File: src/rtl/traffic_phase_sequencer.sv
// traffic_phase_sequencer: intersection phase controller driving an external
// countdown timer. Each phase loads its duration on its first cycle and ends
// when the timer has run down to zero.
// Optional pedestrian walk phase: define TRAFFIC_PED_WALK_EN to enable it.
// Without it ped_req is ignored, walk is tied low and WALK is unreachable.
module traffic_phase_sequencer #(
  parameter int unsigned COUNT_SIZE  = 7,
  parameter int unsigned GREEN_TIME  = 10,
  parameter int unsigned YELLOW_TIME = 3,
  parameter int unsigned ALLRED_TIME = 2,
  parameter int unsigned WALK_TIME   = 5
) (
  input  logic                  clk,
  input  logic                  rst,
  input  logic                  ew_car,
  input  logic                  ped_req,
  input  logic [COUNT_SIZE-1:0] tmr_count,
  output logic                  tmr_load,
  output logic [COUNT_SIZE-1:0] tmr_load_val,
  output logic                  tmr_down,
  output logic [1:0]            ns_light,
  output logic [1:0]            ew_light,
  output logic                  walk
);

  typedef enum logic [2:0] {
    NS_GREEN,
    NS_YELLOW,
    ALL_RED_1,
    EW_GREEN,
    EW_YELLOW,
    ALL_RED_2,
    WALK
  } state_t;

  localparam logic [1:0] LAMP_RED = 2'b00;
  localparam logic [1:0] LAMP_YEL = 2'b01;
  localparam logic [1:0] LAMP_GRN = 2'b10;

  localparam logic [COUNT_SIZE-1:0] DUR_GREEN  = COUNT_SIZE'(GREEN_TIME);
  localparam logic [COUNT_SIZE-1:0] DUR_YELLOW = COUNT_SIZE'(YELLOW_TIME);
  localparam logic [COUNT_SIZE-1:0] DUR_ALLRED = COUNT_SIZE'(ALLRED_TIME);
  localparam logic [COUNT_SIZE-1:0] DUR_WALK   = COUNT_SIZE'(WALK_TIME);

  state_t                  r_state;
  logic                    r_load;
  logic [COUNT_SIZE-1:0]   r_load_val;
  logic [1:0]              r_ns;
  logic [1:0]              r_ew;

  state_t                  w_next;
  logic                    w_enter;
  logic                    w_expired;
  logic                    w_ped_eff;

  function automatic logic [COUNT_SIZE-1:0] dur_of(input state_t s);
    case (s)
      NS_GREEN, EW_GREEN:   dur_of = DUR_GREEN;
      NS_YELLOW, EW_YELLOW: dur_of = DUR_YELLOW;
      WALK:                 dur_of = DUR_WALK;
      default:              dur_of = DUR_ALLRED;
    endcase
  endfunction

  function automatic logic [1:0] ns_lamp(input state_t s);
    case (s)
      NS_GREEN:  ns_lamp = LAMP_GRN;
      NS_YELLOW: ns_lamp = LAMP_YEL;
      default:   ns_lamp = LAMP_RED;
    endcase
  endfunction

  function automatic logic [1:0] ew_lamp(input state_t s);
    case (s)
      EW_GREEN:  ew_lamp = LAMP_GRN;
      EW_YELLOW: ew_lamp = LAMP_YEL;
      default:   ew_lamp = LAMP_RED;
    endcase
  endfunction

`ifdef TRAFFIC_PED_WALK_EN
  typedef enum logic {DIR_NS, DIR_EW} dir_t;

  logic r_ped_pending;
  dir_t r_next_dir;
  logic r_walk;

  // A request arriving in the same cycle as an all-red expiry is honoured
  // immediately rather than waiting for the pending flag to register.
  assign w_ped_eff = r_ped_pending | (ped_req & (r_state != WALK));
`else
  logic w_unused_ped_req;

  assign w_unused_ped_req = ped_req;
  assign w_ped_eff        = 1'b0;
`endif

  // Phase expiry and next-phase selection.
  always_comb begin
    w_expired = ~r_load & (tmr_count == '0);
    w_next    = r_state;
    w_enter   = 1'b0;
    if (w_expired) begin
      w_enter = 1'b1;
      case (r_state)
        NS_GREEN: begin
          // Hold green (no reload, timer parked at zero) until there is demand.
          if (ew_car | w_ped_eff) w_next = NS_YELLOW;
          else                    w_enter = 1'b0;
        end
        NS_YELLOW: w_next = ALL_RED_1;
        ALL_RED_1: w_next = w_ped_eff ? WALK : EW_GREEN;
        EW_GREEN:  w_next = EW_YELLOW;
        EW_YELLOW: w_next = ALL_RED_2;
        ALL_RED_2: w_next = w_ped_eff ? WALK : NS_GREEN;
`ifdef TRAFFIC_PED_WALK_EN
        WALK:      w_next = (r_next_dir == DIR_EW) ? EW_GREEN : NS_GREEN;
`endif
        default:   w_next = ALL_RED_2;
      endcase
    end
  end

  // Phase register with registered lamp and timer-load outputs.
  always_ff @(posedge clk or negedge rst) begin
    if (!rst) begin
      r_state    <= ALL_RED_2;
      r_load     <= 1'b1;
      r_load_val <= DUR_ALLRED;
      r_ns       <= LAMP_RED;
      r_ew       <= LAMP_RED;
    end else begin
      r_load <= w_enter;
      if (w_enter) begin
        r_state    <= w_next;
        r_load_val <= dur_of(w_next);
        r_ns       <= ns_lamp(w_next);
        r_ew       <= ew_lamp(w_next);
      end
    end
  end

`ifdef TRAFFIC_PED_WALK_EN
  // Pedestrian request latch, return direction and walk lamp.
  always_ff @(posedge clk or negedge rst) begin
    if (!rst) begin
      r_ped_pending <= 1'b0;
      r_next_dir    <= DIR_NS;
      r_walk        <= 1'b0;
    end else begin
      if (w_enter) r_walk <= (w_next == WALK);
      if (w_enter && (w_next == WALK)) begin
        r_ped_pending <= 1'b0;
        r_next_dir    <= (r_state == ALL_RED_1) ? DIR_EW : DIR_NS;
      end else if (ped_req && (r_state != WALK)) begin
        r_ped_pending <= 1'b1;
      end
    end
  end

  assign walk = r_walk;
`else
  assign walk = 1'b0;
`endif

  assign tmr_load     = r_load;
  assign tmr_load_val = r_load_val;
  assign tmr_down     = ~r_load;
  assign ns_light     = r_ns;
  assign ew_light     = r_ew;

endmodule

File: config.mk
export PLATFORM = sky130hd
export DESIGN_NAME = traffic_phase_sequencer
export DESIGN_NICKNAME = d
export VERILOG_FILES = /design/src/rtl/traffic_phase_sequencer.sv
export SDC_FILE = /design/constraint.sdc
export NUM_CORES = 1
export LEC_CHECK = 0
export BUFFER_PORTS_ARGS = -buffer_cell sky130_fd_sc_hd__buf_2
export CAP_MARGIN = 0
export CORE_MARGIN = 2
export CORE_UTILIZATION = 35
export CTS_BUF_LIST = sky130_fd_sc_hd__clkbuf_16
export CTS_CLUSTER_DIAMETER = 120
export DETAILED_ROUTE_END_ITERATION = 8
export GPL_ROUTABILITY_DRIVEN = 0
export MAX_ROUTING_LAYER = met4
export PLACE_DENSITY = 0.71
export SYNTH_ARGS = -nofsm -noshare
export SYNTH_HDL_FRONTEND = slang
export SYNTH_SLANG_ARGS = --single-unit
File: constraint.sdc
create_clock -name clk -period 1.8 [get_ports clk]
set_input_delay 0.18 -clock clk [delete_from_list [all_inputs] [get_ports clk]]
set_output_delay 0.18 -clock clk [all_outputs]
set_load 0.02 [all_outputs]
==> results.py <==
metrics = {
    "clocking": {
        "h-tree-depth": 1,
        "clkLatencyLatePin_ps": 240,
        "clkSinkCount": 12,
        "clk_path_buf_depth": 2,
        "numCtsBuffers": 3,
        "clockRootBuffer": "clkbuf_16",
        "clk_pin_slew_ps": 40,
        "cts_tree": "done",
    },
    "die": {
        "io_pins": 25,
        "initial_core_util_pct": 38.1,
        "core_um2": 1780,
        "die_h_um": 48.1,
        "die-area_um2": 2310,
        "rows": 15,
        "die_w_um": 48.1,
    },
    "run": {
        "max_cap_violations": 0,
    },
    "setup_path": {
        "critPathLaunchType": "flip-flop",
        "critPathKind": "flip-flop to flip-flop",
        "critical_path_buf_inv_count": 0,
        "rrSetupSlack_ps": 230,
        "worst_ep_required_time_ps": 1920,
        "path_max_fanout": 7,
        "crit_chain": "nor4_4, nand3_2, mux2_4",
        "path_delay_family": "simple AND/OR/NAND/NOR gates",
        "max_stage_delay_ps": 460,
        "end_kind": "flip-flop",
        "critPathSlowestCell": "nor4_4",
        "arrival_ps": 1690,
    },
    "placement": {
        "port_buffers": 19,
        "place_hpwl_um": 968,
        "placed_cell_area_um2": 776,
    },
    "layout": {
        "nets": 91,
        "multi_input_area_um2": 318,
        "utilization_pct": 48.3,
        "n_antenna_cell": 0,
        "fin_area_um2": 861,
        "regArea_um2": 305,
        "final_common_cell": "buf_2",
        "syn_to_final_growth_pct": 26.7,
        "num-fill-cells": 162,
        "drive_gt1_share_pct": 47.4,
        "most-common-layout-cells": "buf_2, dfrtp_1, conb_1, dfstp_2",
    },
    "timing": {
        "skew_ps": 2.84,
        "grt_setup_unrepaired": "no",
        "period_share_pct": 87.3,
        "hold_viol": 0,
        "totalNegativeSetupSlack_ps": 0,
        "timing.fmax_mhz": 636,
        "maxSlewViolCount": 0,
        "period_needed_ps": 1570,
        "setup_viol": 0,
    },
    "yosys": {
        "ys_ff_latch": 12,
        "synthCells": 57,
        "avgSynthCellArea_um2": 11.9,
        "synth.distinct_cells": 29,
        "synth_seq_area_share_pct": 44.9,
        "yosys_warnings": 0,
        "synthArstFlopShare_pct": 100,
        "syn_area_um2": 679,
        "synthTopCellsByArea": "dfrtp_1, dfstp_2, nor4_4",
        "synth_top_area_share_pct": 29.5,
        "yosys.area.top_type": "dfrtp_1",
        "ys.flop_type": "dfrtp_1",
        "synth_edf_count": 0,
    },
    "outcome": {
        "outcome": "completed",
    },
    "grt": {
        "grtUsageTotal_pct": 14.9,
        "grt-ovfl-total": 0,
        "grt_max_degree": 13,
        "antenna_found_initial": 0,
        "grt_pass1_wl_mm": 2.25,
        "grt_pass1_vias": 505,
    },
    "detailed_routing": {
        "ant_nets": 0,
        "wl_per_cell_um": 12.2,
        "drc_errors": 0,
        "drt_pass1_iterations": 4,
        "dr.first_iter.drc_count": 7,
        "wirelength_mm": 1.26,
        "vias": 505,
        "avgViaCountPerCell": 4.90,
    },
    "power": {
        "vdd_drop_max_v": 0.000591,
        "p_leak_uw": 0.000408,
        "power.density_nw_per_um2": 882,
    },
    "worst_hold_path": {
        "hp-class": "input port to flip-flop",
    },
}
==> cell type report <==
class                      instances  area share, %
timing repair buffer              22           14.0
tap                               25           3.63
multi-input combinational         38           36.9
inverter                           3           1.31
clock buffer                       3           8.72
sequential                        12           35.5
==> cells by family (layout without fill, tap and decap cells) <==
family	Yosys count	count (layout)	share of synthesized area, %
flops	12	12	44.9
other cells	1	4	0.552
buf+inv	10	28	9.94
mux	2	2	3.87
compound gates	14	14	16.0
simple gates	18	18	24.7
==> tightest hold or removal path, delay by kind of cell <==
family | cells | cell delay, ps
buffers and inverters | 1 | 130
AO/OA/AOI/OAI | 2 | 180
==> cells in the mapped netlist, types with 2 or more instances <==
cell type / n
buf_6: 2
buf_4: 4
or4_4: 2
a21oi_1: 2
nand2b_1: 2
a32o_1: 2
nor4_4: 3
dfstp_2: 4
nand3_2: 2
dfrtp_1: 8
a31oi_1: 2
o31ai_1: 2
a21o_1: 2
nand2_1: 2
nor2_1: 2
inv_1: 3
==> registers in the layout, summed over array words and instances (netlist names) <==
signal / cells
ew_light: 2
ns_light: 2
r_state: 3
tmr_load: 1
tmr_load_val: 4
==> final timing paths <==
check                           cells after the start         from              end
worst max register to register                      3     tmr_load  tmr_load_val[0]
min in group asynchronous                           2          rst  tmr_load_val[3]
worst min-delay path                                3       ew_car      ns_light[0]
worst min register to register                      1  ns_light[1]      ns_light[1]
max in group asynchronous                           2          rst         tmr_load
worst max-delay path                                3     tmr_load  tmr_load_val[0]
==> power by group <==
part           internal (µW)  switching [µW]  total, µW  leakage, µW
logic                   29.8            46.6       76.4     0.000224
registers                282            4.20        286     0.000147
clock network            289             108        397    0.0000370
==> through the flow <==
step / worst slack (ps) / hold slack (ps) / instances / total power [µW]
6_report: 229 / 297 / 103 / 759
5_1_grt: 101 / 303 / 103 / 787
4_1_cts: 203 / 295 / 103 / 768
3_5_place_dp: 211 / 66.9 / 99 / 365
3_3_place_gp: 221 / 66.1 / 99 / 364
2_1_floorplan: 260 / -116 / 60 / 339
==> metal layers <==
metal / global-route usage (%) / share of wire, %
met1: 18.4 / 43
met2: 23.2 / 51
met3: 5.66 / 4.5
met4: 3.24 / 1.2
met5: - / 0
==> timing repair <==
item,CTS,global route
hold buffers,1,0
setup buffers,0,0
gates resized for setup,0,0
endpoints found under the hold margin,8,0
(Power assumes the default switching activity.)
